--- src/rtl/lpc_mem_pkg.sv ---
// Shared types and defaults for the LPC speech-buffer read path.
// Holds window geometry defaults and the sequencer state encoding.
package lpc_mem_pkg;

  localparam int WIN_LEN_DEF = 240;
  localparam int ADDR_W_DEF  = 8;

  typedef enum logic [1:0] {
    IDLE,
    READ,
    DRAIN,
    DONE
  } seq_state_t;

endpackage

--- src/rtl/lpc_window_sequencer_skid.sv ---
// lpc_seq_skid: 2-entry fall-through register buffer for RAM read data.
// Ports: clock, reset, in_valid/in_data (RAM side), out_valid/out_ready/
// out_data (consumer side), free (empty slots, 0..2).
module lpc_seq_skid #(
  parameter int W = 41
) (
  input  logic         clock,
  input  logic         reset,
  input  logic         in_valid,
  input  logic [W-1:0] in_data,
  output logic         out_valid,
  input  logic         out_ready,
  output logic [W-1:0] out_data,
  output logic [1:0]   free
);

  logic [W-1:0] head;
  logic [W-1:0] tail;
  logic [1:0]   count;
  logic         pop;

  // Empty buffer passes RAM data straight through so the
  // RAM latency is the only latency on the stream.
  assign out_valid = (count != 2'd0) || in_valid;
  assign pop       = out_valid && out_ready;
  assign free      = 2'd2 - count;

  always_comb begin
    out_data = '0;
    if (count != 2'd0)
      out_data = head;
    else if (in_valid)
      out_data = in_data;
  end

  always_ff @(posedge clock) begin
    if (reset) begin
      count <= 2'd0;
      head  <= '0;
      tail  <= '0;
    end else begin
      unique case (count)
        2'd0: begin
          if (in_valid && !out_ready) begin
            head  <= in_data;
            count <= 2'd1;
          end
        end
        2'd1: begin
          if (pop) begin
            if (in_valid)
              head <= in_data;
            else
              count <= 2'd0;
          end else if (in_valid) begin
            tail  <= in_data;
            count <= 2'd2;
          end
        end
        default: begin
          // The issuer never lets a third word arrive while full.
          if (pop) begin
            head <= tail;
            if (in_valid)
              tail <= in_data;
            else
              count <= 2'd1;
          end
        end
      endcase
    end
  end

endmodule

--- src/rtl/lpc_window_sequencer.sv ---
// Reads one WIN_LEN-word window from the circular speech buffer, oldest
// word first, and streams it to the autocorrelator over valid/ready.
// Ports: clock, reset (sync, active-high), frame_start, wr_ptr,
// mem_rd_addr/mem_rd_data (1-cycle sync RAM), smp_valid/smp_ready/
// smp_data/smp_index/smp_last, busy, win_done.
// Option LPC_SEQ_OVERRUN_EN adds overrun: frame_start seen while busy.
module lpc_window_sequencer
  import lpc_mem_pkg::*;
#(
  parameter int WIN_LEN  = WIN_LEN_DEF,
  parameter int BUF_BASE = 0,
  parameter int ADDR_W   = ADDR_W_DEF
) (
  input  logic              clock,
  input  logic              reset,
  input  logic              frame_start,
  input  logic [ADDR_W-1:0] wr_ptr,
  output logic [ADDR_W-1:0] mem_rd_addr,
  input  logic [31:0]       mem_rd_data,
  output logic              smp_valid,
  input  logic              smp_ready,
  output logic [31:0]       smp_data,
  output logic [ADDR_W-1:0] smp_index,
  output logic              smp_last,
  output logic              busy,
  output logic              win_done
`ifdef LPC_SEQ_OVERRUN_EN
  ,
  output logic              overrun
`endif
);

  localparam int SW = 32 + ADDR_W + 1;
  localparam logic [ADDR_W-1:0] TOP  = ADDR_W'(WIN_LEN - 1);
  localparam logic [ADDR_W-1:0] BASE = ADDR_W'(BUF_BASE);
  localparam logic [ADDR_W-1:0] ONE  = ADDR_W'(1);

  seq_state_t state, state_nx;

  logic [ADDR_W-1:0] ptr;
  logic [ADDR_W-1:0] cnt;
  logic [ADDR_W-1:0] addr_q;
  logic [ADDR_W-1:0] start;
  logic [ADDR_W-1:0] tag_idx;
  logic              tag_last;
  logic              inflight;
  logic              issue;
  logic              load;
  logic              accept;
  logic              room;
  logic [1:0]        free;
  logic [SW-1:0]     out_word;

  assign start  = (32'(wr_ptr) >= WIN_LEN) ? '0 : wr_ptr;
  assign accept = smp_valid && smp_ready;

  // Words held + word in flight - word leaving now must stay
  // below 2, so the next read always has a slot to land in.
  assign room = ({1'b0, free} + {2'b00, accept}) > {2'b00, inflight};

  assign busy        = (state != IDLE);
  assign mem_rd_addr = issue ? BASE + ptr : addr_q;

`ifdef LPC_SEQ_OVERRUN_EN
  assign overrun = frame_start && ((state == READ) || (state == DRAIN));
`endif

  always_ff @(posedge clock) begin
    if (reset)
      state <= IDLE;
    else
      state <= state_nx;
  end

  always_comb begin
    state_nx = state;
    issue    = 1'b0;
    load     = 1'b0;
    win_done = 1'b0;
    unique case (state)
      IDLE: begin
        if (frame_start) begin
          load     = 1'b1;
          state_nx = READ;
        end
      end
      READ: begin
        if (room) begin
          issue = 1'b1;
          if (cnt == TOP)
            state_nx = DRAIN;
        end
      end
      DRAIN: begin
        if (accept && smp_last)
          state_nx = DONE;
      end
      DONE: begin
        win_done = 1'b1;
        if (frame_start) begin
          load     = 1'b1;
          state_nx = READ;
        end else begin
          state_nx = IDLE;
        end
      end
      default: state_nx = IDLE;
    endcase
  end

  always_ff @(posedge clock) begin
    if (reset) begin
      ptr      <= '0;
      cnt      <= '0;
      addr_q   <= BASE;
      inflight <= 1'b0;
      tag_idx  <= '0;
      tag_last <= 1'b0;
    end else begin
      addr_q   <= mem_rd_addr;
      inflight <= issue;
      if (load) begin
        ptr <= start;
        cnt <= '0;
      end else if (issue) begin
        // Wrap by compare, not by modulo.
        ptr      <= (ptr == TOP) ? '0 : ptr + ONE;
        cnt      <= cnt + ONE;
        tag_idx  <= cnt;
        tag_last <= (cnt == TOP);
      end
    end
  end

  lpc_seq_skid #(
    .W(SW)
  ) u_skid (
    .clock     (clock),
    .reset     (reset),
    .in_valid  (inflight),
    .in_data   ({mem_rd_data, tag_idx, tag_last}),
    .out_valid (smp_valid),
    .out_ready (smp_ready),
    .out_data  (out_word),
    .free      (free)
  );

  assign smp_data  = out_word[SW-1 -: 32];
  assign smp_index = out_word[ADDR_W:1];
  assign smp_last  = out_word[0];

endmodule

--- config.mk ---
export PLATFORM = sky130hd
export DESIGN_NAME = lpc_window_sequencer
export DESIGN_NICKNAME = d
export VERILOG_FILES = /design/src/rtl/lpc_mem_pkg.sv /design/src/rtl/lpc_window_sequencer_skid.sv /design/src/rtl/lpc_window_sequencer.sv
export SDC_FILE = /design/constraint.sdc
export NUM_CORES = 1
export LEC_CHECK = 0
export ABC_AREA = 1
export CAP_MARGIN = 20
export CORE_AREA = 2 2 110 112
export CTS_BUF_LIST = sky130_fd_sc_hd__clkbuf_4
export DETAILED_ROUTE_END_ITERATION = 7
export DIE_AREA = 0 0 112 114
export PLACE_DENSITY = 0.85
export SLEW_MARGIN = 20
export SYNTH_ARGS = -nofsm -noshare
export SYNTH_HDL_FRONTEND = slang
export SYNTH_SLANG_ARGS = --single-unit
--- constraint.sdc ---
create_clock -name clock -period 6.2 [get_ports clock]
set_input_delay 0.93 -clock clock [delete_from_list [all_inputs] [get_ports clock]]
set_output_delay 0.93 -clock clock [all_outputs]
set_load 0.005 [all_outputs]
Word-level counts from Yosys, hierarchy flattened
Index checks and enable logic that the tools add are counted.
{"block": "op_classes", "bitwise_logic": 2, "reduce_logical": 20, "n_mux": 34, "n_lt_le_gt_ge": 2, "n_eq_ne": 17, "add_sub_neg": 4}
{"op": "2-to-1 mux 41 bit", "count": 9}
{"op": "case mux 41 bit (2 select lines)", "count": 2}
{"op": "2-to-1 mux 8 bit", "count": 5}
{"op": "2-to-1 mux 2 bit", "count": 10}
{"op": "adder 8 x 1 -> 8 bit, second input constant", "count": 2}
{"op": "equality test 8 bit, second input constant", "count": 2}
{"op": "inequality test 2 bit, second input constant", "count": 7}
{"op": "nonzero test 2 bit", "count": 5}
{"op": ">= comparator 8 bit, second input constant", "count": 1}
{"op": "case mux 2 bit (4 select lines)", "count": 1}
{"op": "AND reduction 4 bit", "count": 2}
{"op": "2-to-1 mux 1 bit", "count": 6}
{"op": "inequality test 3 bit, second input constant", "count": 2}
{"op": "AND reduction 5 bit", "count": 1}
{"op": "equality test 2 x 1 -> 1 bit, second input constant", "count": 2}
{"op": "equality test 2 bit, second input constant", "count": 2}
{"op": "logical NOT 2 bit", "count": 2}
{"op": "case mux 2 bit (2 select lines)", "count": 1}
{"op": "OR reduction 2 bit", "count": 2}
{"op": "adder 2 x 1 -> 3 bit", "count": 1}
{"op": "greater-than comparator 3 x 1 -> 1 bit", "count": 1}
{"op": "logical AND 1 bit", "count": 3}
{"op": "inequality test 3 x 2 -> 1 bit, second input constant", "count": 1}
{"op": "AND reduction 3 bit", "count": 1}
{"op": "other kinds (7)", "count": 8}
{"block": "word_totals", "input_bits": 44, "out_inout_bits": 52, "elab_cells": 89, "ff_bits": 120}

Logic depth before layout (Yosys ltp)
Gate-level depths: netlist (run 1).
{"block": "logic_depth", "ltp_word": 9, "mapped_depth": 17, "depth_no_buf": 16}

Hierarchy
Synthesis (run 1) repeated with hierarchy kept, for this count alone.
{"block": "unflattened", "cells_unflattened": 955, "area_unflattened_um2": 6261.0}
{"module": "lpc_seq_skid", "n_inst": 1, "cells_each": 666, "area_per_inst_um2": 4257.8}
{"module": "lpc_window_sequencer", "n_inst": 1, "cells_each": 289, "area_per_inst_um2": 2003.2}

Worst setup path before layout (run 1)
Ideal clock, no wire load.
{"block": "synth_timing", "kind": "in2out", "startpoint": "input smp_ready", "endpoint": "output mem_rd_addr[1]", "n_path_buf": 1, "t_arrival_ps": 2312, "cell_stages": 13, "required_time_ps": 5270, "path_slack_ps": 2958, "path_cell_list": "inv_1 -> a21oi_1 -> inv_1 -> nor2_1 -> inv_1 -> nand2_1 -> ha_1 -> nand3b_1 -> nand3_1 -> buf_1 -> nand2_1 -> inv_1 -> a21oi_1"}
{"block": "synth_between", "elab_chain_cells": 6}
{"element": "start, declared", "line_no": "lpc_window_sequencer.sv:21", "text": "input logic smp_ready,"}
{"element": "logical AND 1 bit", "line_no": "lpc_window_sequencer.sv:55", "text": "assign accept = smp_valid && smp_ready;"}
{"element": "adder 2 x 1 -> 3 bit", "line_no": "lpc_window_sequencer.sv:59", "text": "assign room = ({1'b0, free} + {2'b00, accept}) > {2'b00, inflight};"}
{"element": "greater-than comparator 3 x 1 -> 1 bit", "line_no": "lpc_window_sequencer.sv:59"}
{"element": "2-to-1 mux 1 bit", "line_no": "lpc_window_sequencer.sv:88", "text": "if (room) begin"}
{"element": "2-to-1 mux 1 bit", "line_no": "lpc_window_sequencer.sv:80", "text": "unique case (state)"}
{"element": "2-to-1 mux 8 bit", "line_no": "lpc_window_sequencer.sv:62", "text": "assign mem_rd_addr = issue ? BASE + ptr : addr_q;"}
{"element": "end, declared", "line_no": "lpc_window_sequencer.sv:18", "text": "output logic [ADDR_W-1:0] mem_rd_addr,"}
Every way passes these cells.

Final worst setup path (run 1)
{"block": "layout_timing", "startpoint": "register u_skid.count[0]", "endpoint": "output mem_rd_addr[5]"}
{"block": "layout_between", "elab_chain_cells": 8, "word_cells_on_any_way": 9, "classes_between": "add/sub: 2; order compare: 1; mux: 3; reduce/logical: 3"}
{"element": "start, declared", "line_no": "lpc_window_sequencer_skid.sv:19", "text": "logic [1:0] count;"}
{"element": "start signal, assigned", "line_no": "lpc_window_sequencer_skid.sv:38", "text": "count <= 2'd0;"}
{"element": "start signal, assigned", "line_no": "lpc_window_sequencer_skid.sv:46", "text": "count <= 2'd1;"}
{"element": "start signal, assigned", "line_no": "lpc_window_sequencer_skid.sv:54", "text": "count <= 2'd0;"}
{"element": "parallel branches: the longest is 3 deep, another holds subtractor 2 bit"}
{"element": "adder 2 x 1 -> 3 bit *", "line_no": "lpc_window_sequencer.sv:59"}
{"element": "greater-than comparator 3 x 1 -> 1 bit *", "line_no": "lpc_window_sequencer.sv:59"}
{"element": "2-to-1 mux 1 bit *", "line_no": "lpc_window_sequencer.sv:88"}
{"element": "2-to-1 mux 1 bit *", "line_no": "lpc_window_sequencer.sv:80"}
{"element": "2-to-1 mux 8 bit *", "line_no": "lpc_window_sequencer.sv:62"}
Every way passes the cells marked *.

==> implementation parameters, run 1 <==
Parameter                              Value

Run status
  Run status    finished clean

Placed design
  Buffers on Ports    95
  Final RePlAce weighted congestion    0.833
  Total half-perimeter wirelength after legalization and detailed placement    7820 um
  Post-Place Cells    994

Setup path
  Cell type with the highest occurrence count on the critical path    sky130_fd_sc_hd__inv_1
  Category of the worst setup path launch point    flop
  WP data arrival    4.06 ns
  Cell type group with the largest total delay on the critical path    buffers and inverters
  Critical Path Fanout Max    48
  Number of buffer and inverter instances along the worst setup path    6
  Crit Path Category    reg -> out
  Series of cell instances along the critical path    inv_1, ha_2, a21oi_1, inv_1, nor2_1, inv_1, nand2_1, ha_1, nand3b_1, nand3_1, buf_4, inv_1, a21oi_1, clkdlybuf4s50_1
  WP data required    5.27 ns
  Slowest Stage Delay on Critical Path    0.83 ns
  Slowest stage cell, crit path    sky130_fd_sc_hd__ha_2
  Flop-to-flop setup slack    2.74 ns
  Critical path capture point type    output pin

Finish
  Area added between synthesis and finish    22.8%
  Register area    2400 um^2
  Fraction of layout instances using a drive strength above 1    4.78%
  Filler instances    1081
  Total inserted antenna cells    0
  Layout net count    922
  Final Instance Count excl. Fillers    1026
  Total area of multi-input combinational cells    2530 um^2

Floorplanning
  Die boundary width    112 um
  Die area    12800 um^2
  Chip Height    114 um
  Ports    96
  Effective utilization at floorplan    48.1%
  Area of the core region    11700 um^2
  Std-Cell Rows    40

Logic synthesis
  Synthesized Nets    855
  Area share of the leading cell type in the synthesized netlist    42.6%
  Mean instance size in the synthesized netlist    7.05 um^2
  Top post-synthesis cells by area    sky130_fd_sc_hd__dfxtp_1, sky130_fd_sc_hd__a21oi_1, sky130_fd_sc_hd__inv_1, sky130_fd_sc_hd__o21ai_0, sky130_fd_sc_hd__nand2_1
  Async S/R FF share, synth    0%
  Cell variety after synth    28
  Sequential fraction of the synthesis area    42.6%
  Synth warnings    0
  Top flip-flop cell by instance count after synthesis    sky130_fd_sc_hd__dfxtp_1
  Cell taking the most area after synthesis    sky130_fd_sc_hd__dfxtp_1
  Cell area after technology mapping    5630 um^2
  Synthesized flop and latch total    120
  Number of enable flip-flop cells after synthesis    0
  Synthesized instance count    799

CTS
  Register clock-pin slew on the reported worst setup and hold paths    0.10 ns
  Number of buffers on the longest clock path    2
  Clock sink count    120
  Post-cts gate resize count    0
  Clock tree from TritonCTS    yes
  Root Buffer Master    sky130_fd_sc_hd__clkbuf_4
  CTS H-Tree Depth    4
  Total of hold buffers inserted after clock tree synthesis    0
  Clock latency of the later-clocked register in the worst-skew pair    0.51 ns
  Number of buffers added for setup after CTS    0
  TritonCTS Buffers    17

Hold path
  Classification of the worst-slack hold path    reg -> reg

Routing
  Routed vias/inst    5.10
  Remaining antenna violation count    0
  Number of detailed-route iterations in the first pass    4
  Total detailed-routing wirelength    12300 um
  Routed length per instance    12.0 um
  Total via count in the routed design    5231
  # DRC    0
  DRT iter0 DRCs    344

STA
  Portion of the clock cycle consumed by the worst path in the final layout    80.5%
  Final hold violation count    0
  Maximum clock skew at final layout    0.0167 ns
  Post-route setup TNS    0 ns
  Fin. max-slew vios    0
  Actual transition at the worst max-transition pin    0.970 ns
  Final period demand of the worst path    4.99 ns
  Setup repair after global routing missed its margin    no
  Worst slew slack as a fraction of its limit    35.3%
  Peak Freq    200 MHz
  Final setup fails    0

Pwr
  Sw power    0.886 mW
  Clk pwr share    24.0%
  Sequential fraction of design power    39.0%
  Static leakage    2.75 nW
  Share of total power consumed by net switching    35.2%
  Power consumption    2.52 mW
  Peak supply drop    0.272 mV
  Relative contribution of combinational cells to total power    37.0%
  Cell Pwr Density    364 nW/um^2
  Design internal power    1.63 mW

Global routing
  Aggregate global-route resource usage    19.6%
  Global-route wire length before repair    21000 um
  Number of antenna violations at the first check in global routing    0
  Maximum number of pins on one net before global-route repair    91
  Vias in the first global route    4812
  Total gr overflow    0

Job
  Maximum Capacitance Violations    0
[sequential cells by signal, indices dropped and copies added (netlist names)]
name,cells
u_skid.tail,41
state,2
tag_last,1
inflight,1
u_skid.head,41
u_skid.count,2
ptr,8
cnt,8
addr_q,8
tag_idx,8
[metrics by stage]
| stage | utilization, % | hold slack [ns] | setup WS, ns | cell area, um^2 |
|---|---|---|---|---|
| floorplan | - | 0.425 | 2.96 | 5630 |
| global placement | 56.4 | 0.437 | 1.59 | 6610 |
| detailed placement | 56.4 | 0.444 | 1.49 | 6610 |
| CTS | 59.0 | 0.459 | 1.13 | 6920 |
| global route | 59.1 | 0.470 | 0.754 | 6920 |
| finish | 59.1 | 0.459 | 1.21 | 6920 |
[metal layers]
| layer | vias to the layer above | global-route usage, % | wire length [um] |
|---|---|---|---|
| li1 | 2780 | - | - |
| met1 | 2318 | 24.5 | 5920 |
| met2 | 125 | 33.6 | 5590 |
| met3 | 8 | 4.68 | 710 |
| met4 | 0 | 6.42 | 103 |
| met5 | - | 0 | 0 |
[synthesized netlist by cell type (3+ instances only)]
master                     count
sky130_fd_sc_hd__a211oi_1      8
sky130_fd_sc_hd__a21oi_1     115
sky130_fd_sc_hd__a31oi_1       3
sky130_fd_sc_hd__buf_1         3
sky130_fd_sc_hd__buf_2        15
sky130_fd_sc_hd__clkbuf_1     32
sky130_fd_sc_hd__dfxtp_1     120
sky130_fd_sc_hd__ha_1         12
sky130_fd_sc_hd__inv_1       133
sky130_fd_sc_hd__nand2_1     105
sky130_fd_sc_hd__nand3_1      20
sky130_fd_sc_hd__nand3b_1      3
sky130_fd_sc_hd__nand4_1       4
sky130_fd_sc_hd__nor2_1       32
sky130_fd_sc_hd__o21ai_0      96
sky130_fd_sc_hd__o21ai_1      41
sky130_fd_sc_hd__o22ai_1      40
sky130_fd_sc_hd__xor2_1        5
[cell type report]
type / count / share of cell area [%]
multi-input combinational: 492 / 36.5
sequential: 120 / 34.7
timing repair buffer: 100 / 14.3
inverter: 135 / 7.34
tap: 147 / 2.66
clock inverter: 12 / 2.26
clock buffer: 20 / 2.17
[power by group through the flow]
stage	combinational [mW]	sequential, mW	clock [mW]
floorplan	0.617	0.978	0
global placement	0.913	0.994	0
detailed placement	0.928	0.998	0
CTS	0.935	0.980	0.616
global route	1.06	0.998	0.647
finish	0.930	0.981	0.604
[cell usage in the layout (no fill, tap or decap), types with 8 or more instances in the layout]
cell	netlist	final
sky130_fd_sc_hd__a21oi_1	115	115
sky130_fd_sc_hd__nand3_1	20	20
sky130_fd_sc_hd__o22ai_1	40	40
sky130_fd_sc_hd__clkbuf_4	0	20
sky130_fd_sc_hd__clkdlybuf4s50_1	0	95
sky130_fd_sc_hd__nand2_1	105	105
sky130_fd_sc_hd__nor2_1	32	31
sky130_fd_sc_hd__o21ai_0	96	96
sky130_fd_sc_hd__o21ai_1	41	41
sky130_fd_sc_hd__a211oi_1	8	8
sky130_fd_sc_hd__ha_1	12	11
sky130_fd_sc_hd__inv_1	133	132
sky130_fd_sc_hd__dfxtp_1	120	120
[worst reg2reg max path, delay by kind of cell, from the launching register on]
family | cells | cell delay (ns)
and+or+nand+nor | 6 | 1.35
adders and majority gates | 2 | 1.09
DFF | 1 | 0.34
AOI/OAI and AO/OA | 2 | 0.33
buffers and inverters | 3 | 0.28
[logic make-up after synthesis]
logic type	Yosys count	share of synthesized area [%]
xor+xnor	6	0.933
buf+inv	187	12.8
flops	120	42.6
fa+ha+maj	12	2.66
compound gates	307	28.8
simple gates	167	12.1
[worst paths after layout]
path                    endpoint  cells after the start             from
hold / removal    u_skid.head[0]                      2   u_skid.head[0]
hold reg to reg   u_skid.head[0]                      2   u_skid.head[0]
setup / recovery  mem_rd_addr[5]                     14  u_skid.count[0]
setup reg to reg          ptr[5]                     13  u_skid.count[0]
Power figures use the tool's default switching activity.
==> run 2, diff against run 1 <==
- clock period: 6.2 -> 4.9 ns (I/O delays scaled with it)
==> run 2 against run 1 <==
Worst setup slack got worse by 0.54 ns. Largest cell class unchanged. Worst hold slack got worse by 0.0081 ns. Flip-flop and latch count did not move.
==> implementation parameters, run 2 (synthesis results as in run 1) <==
Parameter                              Value

Run status
  Run status    finished clean

Routing
  Routed vias/inst    5.14
  Routed length per instance    12.1 um
  DRT iter0 DRCs    400
  Remaining antenna violation count    0
  # DRC    0
  Total via count in the routed design    5288
  Total detailed-routing wirelength    12500 um
  Number of detailed-route iterations in the first pass    4

Finish
  Layout net count    925
  Final Instance Count excl. Fillers    1029
  Area added between synthesis and finish    22.6%
  Fraction of layout instances using a drive strength above 1    5.22%
  Total inserted antenna cells    0
  Commonest cells after routing, fill and taps aside    sky130_fd_sc_hd__inv_1, sky130_fd_sc_hd__dfxtp_1, sky130_fd_sc_hd__a21oi_1
  Most common library cell in the layout ignoring fill and taps    sky130_fd_sc_hd__inv_1
  Largest registers    u_skid.head x41, u_skid.tail x41
  Utilization of the core after routing    59.0%

Setup path
  Crit Path Category    in -> out
  WP data required    4.16 ns
  Category of the worst setup path launch point    input pin
  Critical Path Fanout Max    20
  WP data arrival    3.50 ns
  Critical path capture point type    output pin

CTS
  Post-cts gate resize count    0
  Clock sink count    120
  Clock tree from TritonCTS    yes
  Clock latency of the later-clocked register in the worst-skew pair    0.55 ns
  Total of hold buffers inserted after clock tree synthesis    0
  TritonCTS Buffers    17
  Root Buffer Master    sky130_fd_sc_hd__clkbuf_4
  Number of buffers on the longest clock path    2
  Number of buffers added for setup after CTS    0
  Register clock-pin slew on the reported worst setup and hold paths    0.09 ns
  CTS H-Tree Depth    4

Floorplanning
  Std-Cell Rows    40
  Die boundary width    112 um
  Area of the core region    11700 um^2
  Die area    12800 um^2
  Chip Height    114 um
  Ports    96
  Effective utilization at floorplan    48.1%

Global routing
  Aggregate global-route resource usage    20.1%
  Vias in the first global route    4750
  Maximum number of pins on one net before global-route repair    84
  Number of antenna violations at the first check in global routing    0
  Global-route wire length before repair    21200 um
  Total gr overflow    0

STA
  Actual transition at the worst max-transition pin    0.882 ns
  Min setup slack post-route    0.670 ns
  Peak Freq    236 MHz
  Final hold violation count    0
  Maximum clock skew at final layout    0.0191 ns
  Post-route setup TNS    0 ns
  Setup repair after global routing missed its margin    no
  Fin. max-slew vios    0
  Final period demand of the worst path    4.23 ns
  Worst slew slack as a fraction of its limit    41.1%
  Final setup fails    0
  Portion of the clock cycle consumed by the worst path in the final layout    86.3%

Placed design
  Post-placement setup slack    0.709 ns
  Total half-perimeter wirelength after legalization and detailed placement    7950 um
  Post-Place Cells    997
  Buffers on Ports    95
  Final RePlAce weighted congestion    0.803

Pwr
  Power consumption    3.12 mW
  Cell Pwr Density    452 nW/um^2
  Static leakage    2.74 nW
  Peak supply drop    0.344 mV

Job
  Maximum Capacitance Violations    0

Hold path
  Classification of the worst-slack hold path    reg -> reg
-- run 2: routing by layer --
layer  GRT usage [%]  vias up  part of all wire [%]
met4            8.46        0                   1.7
met5               0        -                     0
met1            24.7     2345                    47
met2            33.7      127                    46
met3            4.94       23                   5.2
li1                -     2793                     -
-- run 2: worst paths after layout --
check,cells past startpoint,end,slack [ns],startpoint
setup / recovery,13,mem_rd_addr[4],0.67,smp_ready
setup reg to reg,12,ptr[6],2.04,inflight
hold reg to reg,2,u_skid.head[0],0.45,u_skid.head[0]
hold / removal,2,u_skid.head[0],0.45,u_skid.head[0]
-- run 2: area by class of cell --
cell class | instances | area, um^2
fillers | 1060 | 4800
multi-input cells | 492 | 2530
flip-flops and latches | 120 | 2400
well taps | 147 | 184
inverters | 135 | 508
clock inverters | 9 | 101
repair buffers | 103 | 1010
clock buffers | 23 | 173
-- run 2: worst max-delay path: stages --
cell,delay [ns]
sky130_fd_sc_hd__clkdlybuf4s50_1,0.55
sky130_fd_sc_hd__inv_1,0.11
sky130_fd_sc_hd__a21oi_1,0.17
sky130_fd_sc_hd__inv_1,0.07
sky130_fd_sc_hd__nor2_1,0.13
sky130_fd_sc_hd__inv_1,0.08
sky130_fd_sc_hd__nand2_1,0.07
sky130_fd_sc_hd__ha_1,0.22
sky130_fd_sc_hd__nand3b_1,0.12
sky130_fd_sc_hd__nand3_1,0.16
sky130_fd_sc_hd__inv_1,0.45
sky130_fd_sc_hd__a21oi_1,0.17
sky130_fd_sc_hd__clkdlybuf4s50_1,0.47
-- run 2: stage by stage --
step / instance area [um^2] / hold slack (ns)
after floorplan: 5630 / 0.425
after global placement: 6630 / 0.438
after detailed placement: 6630 / 0.441
after CTS: 6910 / 0.455
after global routing: 6910 / 0.486
final: 6910 / 0.451
-- run 2: report_power, final --
part / leakage, nW / switching (mW) / internal (mW)
Combinational: 1.62 / 0.698 / 0.496
Sequential: 0.974 / 0.0831 / 1.16
Clock: 0.149 / 0.354 / 0.332
Total: 2.74 / 1.13 / 1.99
==> run 3, diff against run 2 <==
- CTS_CLUSTER_SIZE: not set -> 10
==> results of run 3 <==
No change in the layout: final DEF, timing and power equal those of run 2.
